<file path="src/rtl/gray_rgb_pkg.sv">
// Shared constants for the grayscale-to-RGB colormap stream expander:
// colormap codes, pixel widths and the packed RGB byte layout.
package gray_rgb_pkg;

  typedef enum logic [1:0] {
    CMAP_REPLICATE = 2'd0,
    CMAP_INVERT    = 2'd1,
    CMAP_JET       = 2'd2,
    CMAP_HEAT      = 2'd3
  } cmap_e;

  localparam int GRAY_PX_W = 8;
  localparam int RGB_PX_W  = 24;
  localparam int PIXELS    = 4;

  localparam int R_OFS = 16;
  localparam int G_OFS = 0;
  localparam int B_OFS = 8;

  // Places the three colour bytes at their positions within one packed RGB pixel.
  function automatic logic [RGB_PX_W-1:0] packRgb(input logic [7:0] r,
                                                  input logic [7:0] g,
                                                  input logic [7:0] b);
    logic [RGB_PX_W-1:0] px;
    px = '0;
    px[R_OFS +: 8] = r;
    px[G_OFS +: 8] = g;
    px[B_OFS +: 8] = b;
    return px;
  endfunction

endpackage

</file>
<file path="src/rtl/gray_colormap_px.sv">
// Combinational single-pixel colormap: one 8-bit gray value plus a mode code
// produce one packed 24-bit RGB pixel.
module gray_colormap_px
  import gray_rgb_pkg::*;
(
  input  logic [GRAY_PX_W-1:0] i_gray,
  input  logic [1:0]           i_mode,
  output logic [RGB_PX_W-1:0]  o_rgb
);

  logic [7:0] w_inv;
  logic [7:0] w_frac;
  logic [7:0] w_fracInv;
  logic [7:0] w_dbl;

  assign w_inv     = ~i_gray;
  assign w_frac    = {i_gray[5:0], 2'b00};
  assign w_fracInv = ~w_frac;
  // Dropping the MSB before doubling gives 2g below 128 and 2(g-128) above.
  assign w_dbl     = {i_gray[6:0], 1'b0};

  always_comb begin
    o_rgb = '0;
    case (cmap_e'(i_mode))
      CMAP_REPLICATE: o_rgb = packRgb(i_gray, i_gray, i_gray);
      CMAP_INVERT:    o_rgb = packRgb(w_inv, w_inv, w_inv);
      CMAP_JET: begin
        case (i_gray[7:6])
          2'd0:    o_rgb = packRgb(8'h00, w_frac, 8'hFF);
          2'd1:    o_rgb = packRgb(8'h00, 8'hFF, w_fracInv);
          2'd2:    o_rgb = packRgb(w_frac, 8'hFF, 8'h00);
          default: o_rgb = packRgb(8'hFF, w_fracInv, 8'h00);
        endcase
      end
      default: begin
        if (i_gray[7]) o_rgb = packRgb(8'hFF, w_dbl, 8'h00);
        else           o_rgb = packRgb(w_dbl, 8'h00, 8'h00);
      end
    endcase
  end

endmodule

</file>
<file path="src/rtl/gray_to_rgb_colormap.sv">
// AXI-Stream expander: 4-pixel gray beats in, 4-pixel RGB beats out, through a
// 2-stage stallable pipeline with a frame-synchronous colormap selection.
module gray_to_rgb_colormap
  import gray_rgb_pkg::*;
#(
  parameter int C_S_AXIS_gray_TDATA_WIDTH = 32,
  parameter int C_M_AXIS_rgb_TDATA_WIDTH  = 96
) (
  input  logic                                 aclk,
  input  logic                                 areset,
  input  logic [1:0]                           cmap_mode,
  input  logic                                 s_axis_gray_tvalid,
  output logic                                 s_axis_gray_tready,
  input  logic [C_S_AXIS_gray_TDATA_WIDTH-1:0] s_axis_gray_tdata,
  input  logic                                 s_axis_gray_tuser,
  input  logic                                 s_axis_gray_tlast,
  output logic                                 m_axis_rgb_tvalid,
  input  logic                                 m_axis_rgb_tready,
  output logic [C_M_AXIS_rgb_TDATA_WIDTH-1:0]  m_axis_rgb_tdata,
  output logic                                 m_axis_rgb_tuser,
  output logic                                 m_axis_rgb_tlast
);

  logic                                 r_v1;
  logic [C_S_AXIS_gray_TDATA_WIDTH-1:0] r_gray1;
  logic                                 r_user1;
  logic                                 r_last1;
  logic [1:0]                           r_mode1;
  logic [1:0]                           r_actMode;

  logic                                 r_v2;
  logic [C_M_AXIS_rgb_TDATA_WIDTH-1:0]  r_rgb2;
  logic                                 r_user2;
  logic                                 r_last2;

  logic                                 w_adv1;
  logic                                 w_ready;
  logic                                 w_accept;
  logic [1:0]                           w_beatMode;
  logic [C_M_AXIS_rgb_TDATA_WIDTH-1:0]  w_rgb;

  assign w_adv1     = !r_v2 || m_axis_rgb_tready;
  assign w_ready    = !areset && (!r_v1 || w_adv1);
  assign w_accept   = s_axis_gray_tvalid && w_ready;
  // A start-of-frame beat uses the freshly requested mode, not the stale one.
  assign w_beatMode = s_axis_gray_tuser ? cmap_mode : r_actMode;

  always_ff @(posedge aclk or posedge areset) begin
    if (areset) begin
      r_v1      <= 1'b0;
      r_gray1   <= '0;
      r_user1   <= 1'b0;
      r_last1   <= 1'b0;
      r_mode1   <= 2'd0;
      r_actMode <= 2'd0;
    end else begin
      if (w_ready) r_v1 <= s_axis_gray_tvalid;
      if (w_accept) begin
        r_gray1 <= s_axis_gray_tdata;
        r_user1 <= s_axis_gray_tuser;
        r_last1 <= s_axis_gray_tlast;
        r_mode1 <= w_beatMode;
        if (s_axis_gray_tuser) r_actMode <= cmap_mode;
      end
    end
  end

  for (genvar gi = 0; gi < PIXELS; gi++) begin : g_px
    gray_colormap_px u_px (
      .i_gray (r_gray1[gi*GRAY_PX_W +: GRAY_PX_W]),
      .i_mode (r_mode1),
      .o_rgb  (w_rgb[gi*RGB_PX_W +: RGB_PX_W])
    );
  end

  always_ff @(posedge aclk or posedge areset) begin
    if (areset) begin
      r_v2    <= 1'b0;
      r_rgb2  <= '0;
      r_user2 <= 1'b0;
      r_last2 <= 1'b0;
    end else if (w_adv1) begin
      r_v2 <= r_v1;
      if (r_v1) begin
        r_rgb2  <= w_rgb;
        r_user2 <= r_user1;
        r_last2 <= r_last1;
      end
    end
  end

  assign s_axis_gray_tready = w_ready;
  assign m_axis_rgb_tvalid  = r_v2;
  assign m_axis_rgb_tdata   = r_rgb2;
  assign m_axis_rgb_tuser   = r_user2;
  assign m_axis_rgb_tlast   = r_last2;

endmodule

</file>
<file path="config.mk">
export PLATFORM = sky130hd
export DESIGN_NAME = gray_to_rgb_colormap
export DESIGN_NICKNAME = d
export VERILOG_FILES = /design/src/rtl/gray_rgb_pkg.sv /design/src/rtl/gray_colormap_px.sv /design/src/rtl/gray_to_rgb_colormap.sv
export SDC_FILE = /design/constraint.sdc
export NUM_CORES = 1
export LEC_CHECK = 0
export CAP_MARGIN = 20
export CORE_MARGIN = 4
export CORE_UTILIZATION = 40
export DETAILED_ROUTE_END_ITERATION = 7
export GPL_TIMING_DRIVEN = 0
export PLACE_DENSITY_LB_ADDON = 0.05
export SYNTH_ARGS = -nofsm -noshare
export SYNTH_HDL_FRONTEND = slang
export SYNTH_SLANG_ARGS = --single-unit
</file>
<file path="constraint.sdc">
create_clock -name aclk -period 4.1 [get_ports aclk]
set_clock_uncertainty 0.15 [all_clocks]
set_input_delay 0.615 -clock aclk [delete_from_list [all_inputs] [get_ports aclk]]
set_output_delay 0.615 -clock aclk [all_outputs]
set_load 0.02 [all_outputs]
</file>
==> impl_metrics.ini <==
[timing]
maxClockFrequency_ghz = 0.348
slew_limit_headroom_pct = 52.0
report.final.setup_viol = 0
setup_slack_of_the_critical_path_after_layout_ps = 1230
slew_violations = 0
setup_repair_after_global_routing_missed_its_margin = false
hold_ws_ps = 309
setup_total_negative_slack_ps = 0
layout_min_cycle_time_ps = 2870
worstMarginPinSlew_ps = 720
report.final.hold_viol_count = 0
final_min_period_over_clock_period_pct = 70.1

[power_and_ir_drop]
powerDensity_nw_per_um2 = 736
ir_worst_vdd_uv = 398
cellLeakagePower_nw = 4.30

[clock_tree]
ctsRootBufferMaster = clkbuf_16
postCtsSetupRepairBufs = 0
cts_max_path_buffers = 2
holdBufCountCts = 0
clock_sink_count = 136
clkSlewWorstSetupHoldPaths_ps = 60
tritoncts = built
worstSkewPairLatency_ps = 420
clock_tree.htree_level_count = 4
count_of_instances_resized_after_the_clock_tree_is_built = 0
cts_inserted_buffers = 17

[grt]
number_of_global_route_vias_before_repair = 7042
grtUsageTotal_pct = 23.4
grt_max_degree = 41
globalRouteOverflowTotal = 0
grt_pass1_wl_um = 40400
grt_antenna_before_repair = 0

[critical_path]
cp-start-kind = input port
crit_required_ps = 3340
critPathCaptureType = output port
crit_arrival_ps = 2110
timing.critical_path.fanout_max = 3
setup.worst_path.class = in -> out

[placement]
gp_congestion = 0.872
detailedPlacementHpwl_um = 18500
numPortBuffers = 139
pre_cts_slack_ps = 1170
placed_cells_incl_taps = 1282

[floorplan]
io_pins = 140
die_x_um = 149
dieHeight_um = 149
fp.dieArea_um2 = 22200
initial_core_util_pct = 40.7
core_um2 = 19500
rows = 51

[logic_synthesis]
portion_of_synthesized_cell_area_occupied_by_the_leading_cell_type_pct = 42.8
yosysUniqueCellTypes = 42
ys_async_sr_fraction_pct = 100
synth-seq-area-share_pct = 42.8
synth_flop_cell = dfrtp_1
postSynthCellCount = 875
post_synth_instance_area_um2 = 7960
synth.yosys.warnings = 0
synth.area.top_cells = dfrtp_1 (43%), mux2_2 (7.5%), nand2_1 (5.6%), o21ai_0 (4.3%), a21oi_1 (4.0%)
syn_nets = 935
synth.avg_cell_area_um2 = 9.09
ys_seq_elements = 136
number_of_enable_flip_flop_cells_after_synthesis = 0
dominant_cell_type_by_area_after_synthesis = dfrtp_1

[detailed_routing]
vias = 7198
routed_via_density = 5.49
routed_wirelength_um = 25900
detail-route-antenna-nets = 0
routed_wire_length_per_instance_um = 19.7
first_pass_iters = 5
drc = 0
first_iter_violations = 567

[cells_and_area]
layout_commonest_cell = clkdlybuf4s50_1
layout-drive-gt1-share_pct = 12.0
most-common-layout-cells = clkdlybuf4s50_1 (139), dfrtp_1 (136), nand2_1 (119), o21ai_0 (68), a21oi_1 (64)
nNetsFinal = 1096
filler_cell_count = 1866
synthToLayoutAreaGrowth_pct = 29.6
layoutNonFillerInstCount = 1312
insertedDiodeCount = 0

[job]
drv.max_cap_violation_count = 0

[hold_path]
hold_path.class = reg -> reg

[status]
run_status = complete, no violations
layer usage:
layer | routed length [µm] | up-vias | GRT usage [%]
met5 | 0 | - | 0
met4 | 578 | 0 | 7.55
met1 | 12100 | 3493 | 33.6
li1 | - | 3409 | -
met3 | 1490 | 41 | 3.62
met2 | 11700 | 255 | 36.6
per-stage QoR:
step / util (%) / instance area, µm² / total power [W]
after floorplan: - / 7960 / 0.00444
after global routing: 52.8 / 10300 / 0.00804
after detailed placement: 49.9 / 9740 / 0.00607
after CTS: 52.8 / 10300 / 0.00762
after global placement: 49.6 / 9680 / 0.00604
final: 52.8 / 10300 / 0.00759
cell usage after synthesis, types with 7 or more instances:
master / number
a211o_1: 23
a211oi_1: 35
a21oi_1: 64
a221o_1: 20
buf_2: 32
clkbuf_1: 56
dfrtp_1: 136
ha_1: 20
inv_1: 17
mux2_2: 53
nand2_1: 119
nand2b_1: 26
nor2_1: 48
nor2b_1: 25
nor3_1: 8
o21a_1: 7
o21ai_0: 68
o21ai_1: 18
o221ai_1: 11
o22ai_1: 8
o311ai_0: 10
xnor2_1: 7
xor2_1: 20
worst paths after layout:
| path | cells after the start | start | endpoint | slack [ps] |
|---|---|---|---|---|
| max in group asynchronous | 3 | areset | m_axis_rgb_tdata[11] | 2720 |
| worst max-delay path | 4 | m_axis_rgb_tready | s_axis_gray_tready | 1230 |
| worst max register to register | 8 | r_gray1[15] | m_axis_rgb_tdata[27] | 1610 |
| worst min register to register | 2 | r_last1 | m_axis_rgb_tlast | 310 |
| min in group asynchronous | 2 | areset | m_axis_rgb_tvalid | 490 |
| worst min-delay path | 2 | r_last1 | m_axis_rgb_tlast | 310 |
kinds of logic (layout without fill, tap and decap cells):
kind of cell	after synthesis	count (layout)	synth area share, %
muxes	59	59	8.26
xor gates and xnor gates	27	27	2.97
DFF	136	136	42.8
adders and majority gates	20	20	3.15
AOI/OAI and AO/OA	279	279	22.9
and+or+nand+nor	243	243	13.9
buffers and inverters	111	283	6.07
report_power, final:
group / switching (W) / leakage, nW / internal, W
clock network: 0.000587 / 0.274 / 0.000933
registers: 0.000348 / 1.66 / 0.00188
logic: 0.00215 / 2.36 / 0.00169
layout make-up:
class                      instances  area (µm²)  area share, %
multi-input combinational        628        4070           39.5
buffer                            94         419           4.06
sequential                       136        3400           33.0
tap                              265         332           3.21
timing repair buffer             142        1450           14.1
clock inverter                     8        97.6          0.946
clock buffer                      22         474           4.60
inverter                          17        67.6          0.655
worst max-delay path, stage by stage:
cell and delay (ps):
clkdlybuf4s50_1 480, nor2b_1 60, a21oi_1 280, clkdlybuf4s50_1 670
registers in the layout (all words and copies together) (netlist names):
name	count
r_gray1	32
m_axis_rgb_tdata	96
m_axis_rgb_tuser	1
r_last1	1
m_axis_rgb_tvalid	1
m_axis_rgb_tlast	1
r_actMode	2
r_v1	1
r_user1	1
Power figures use the tool's default switching activity.
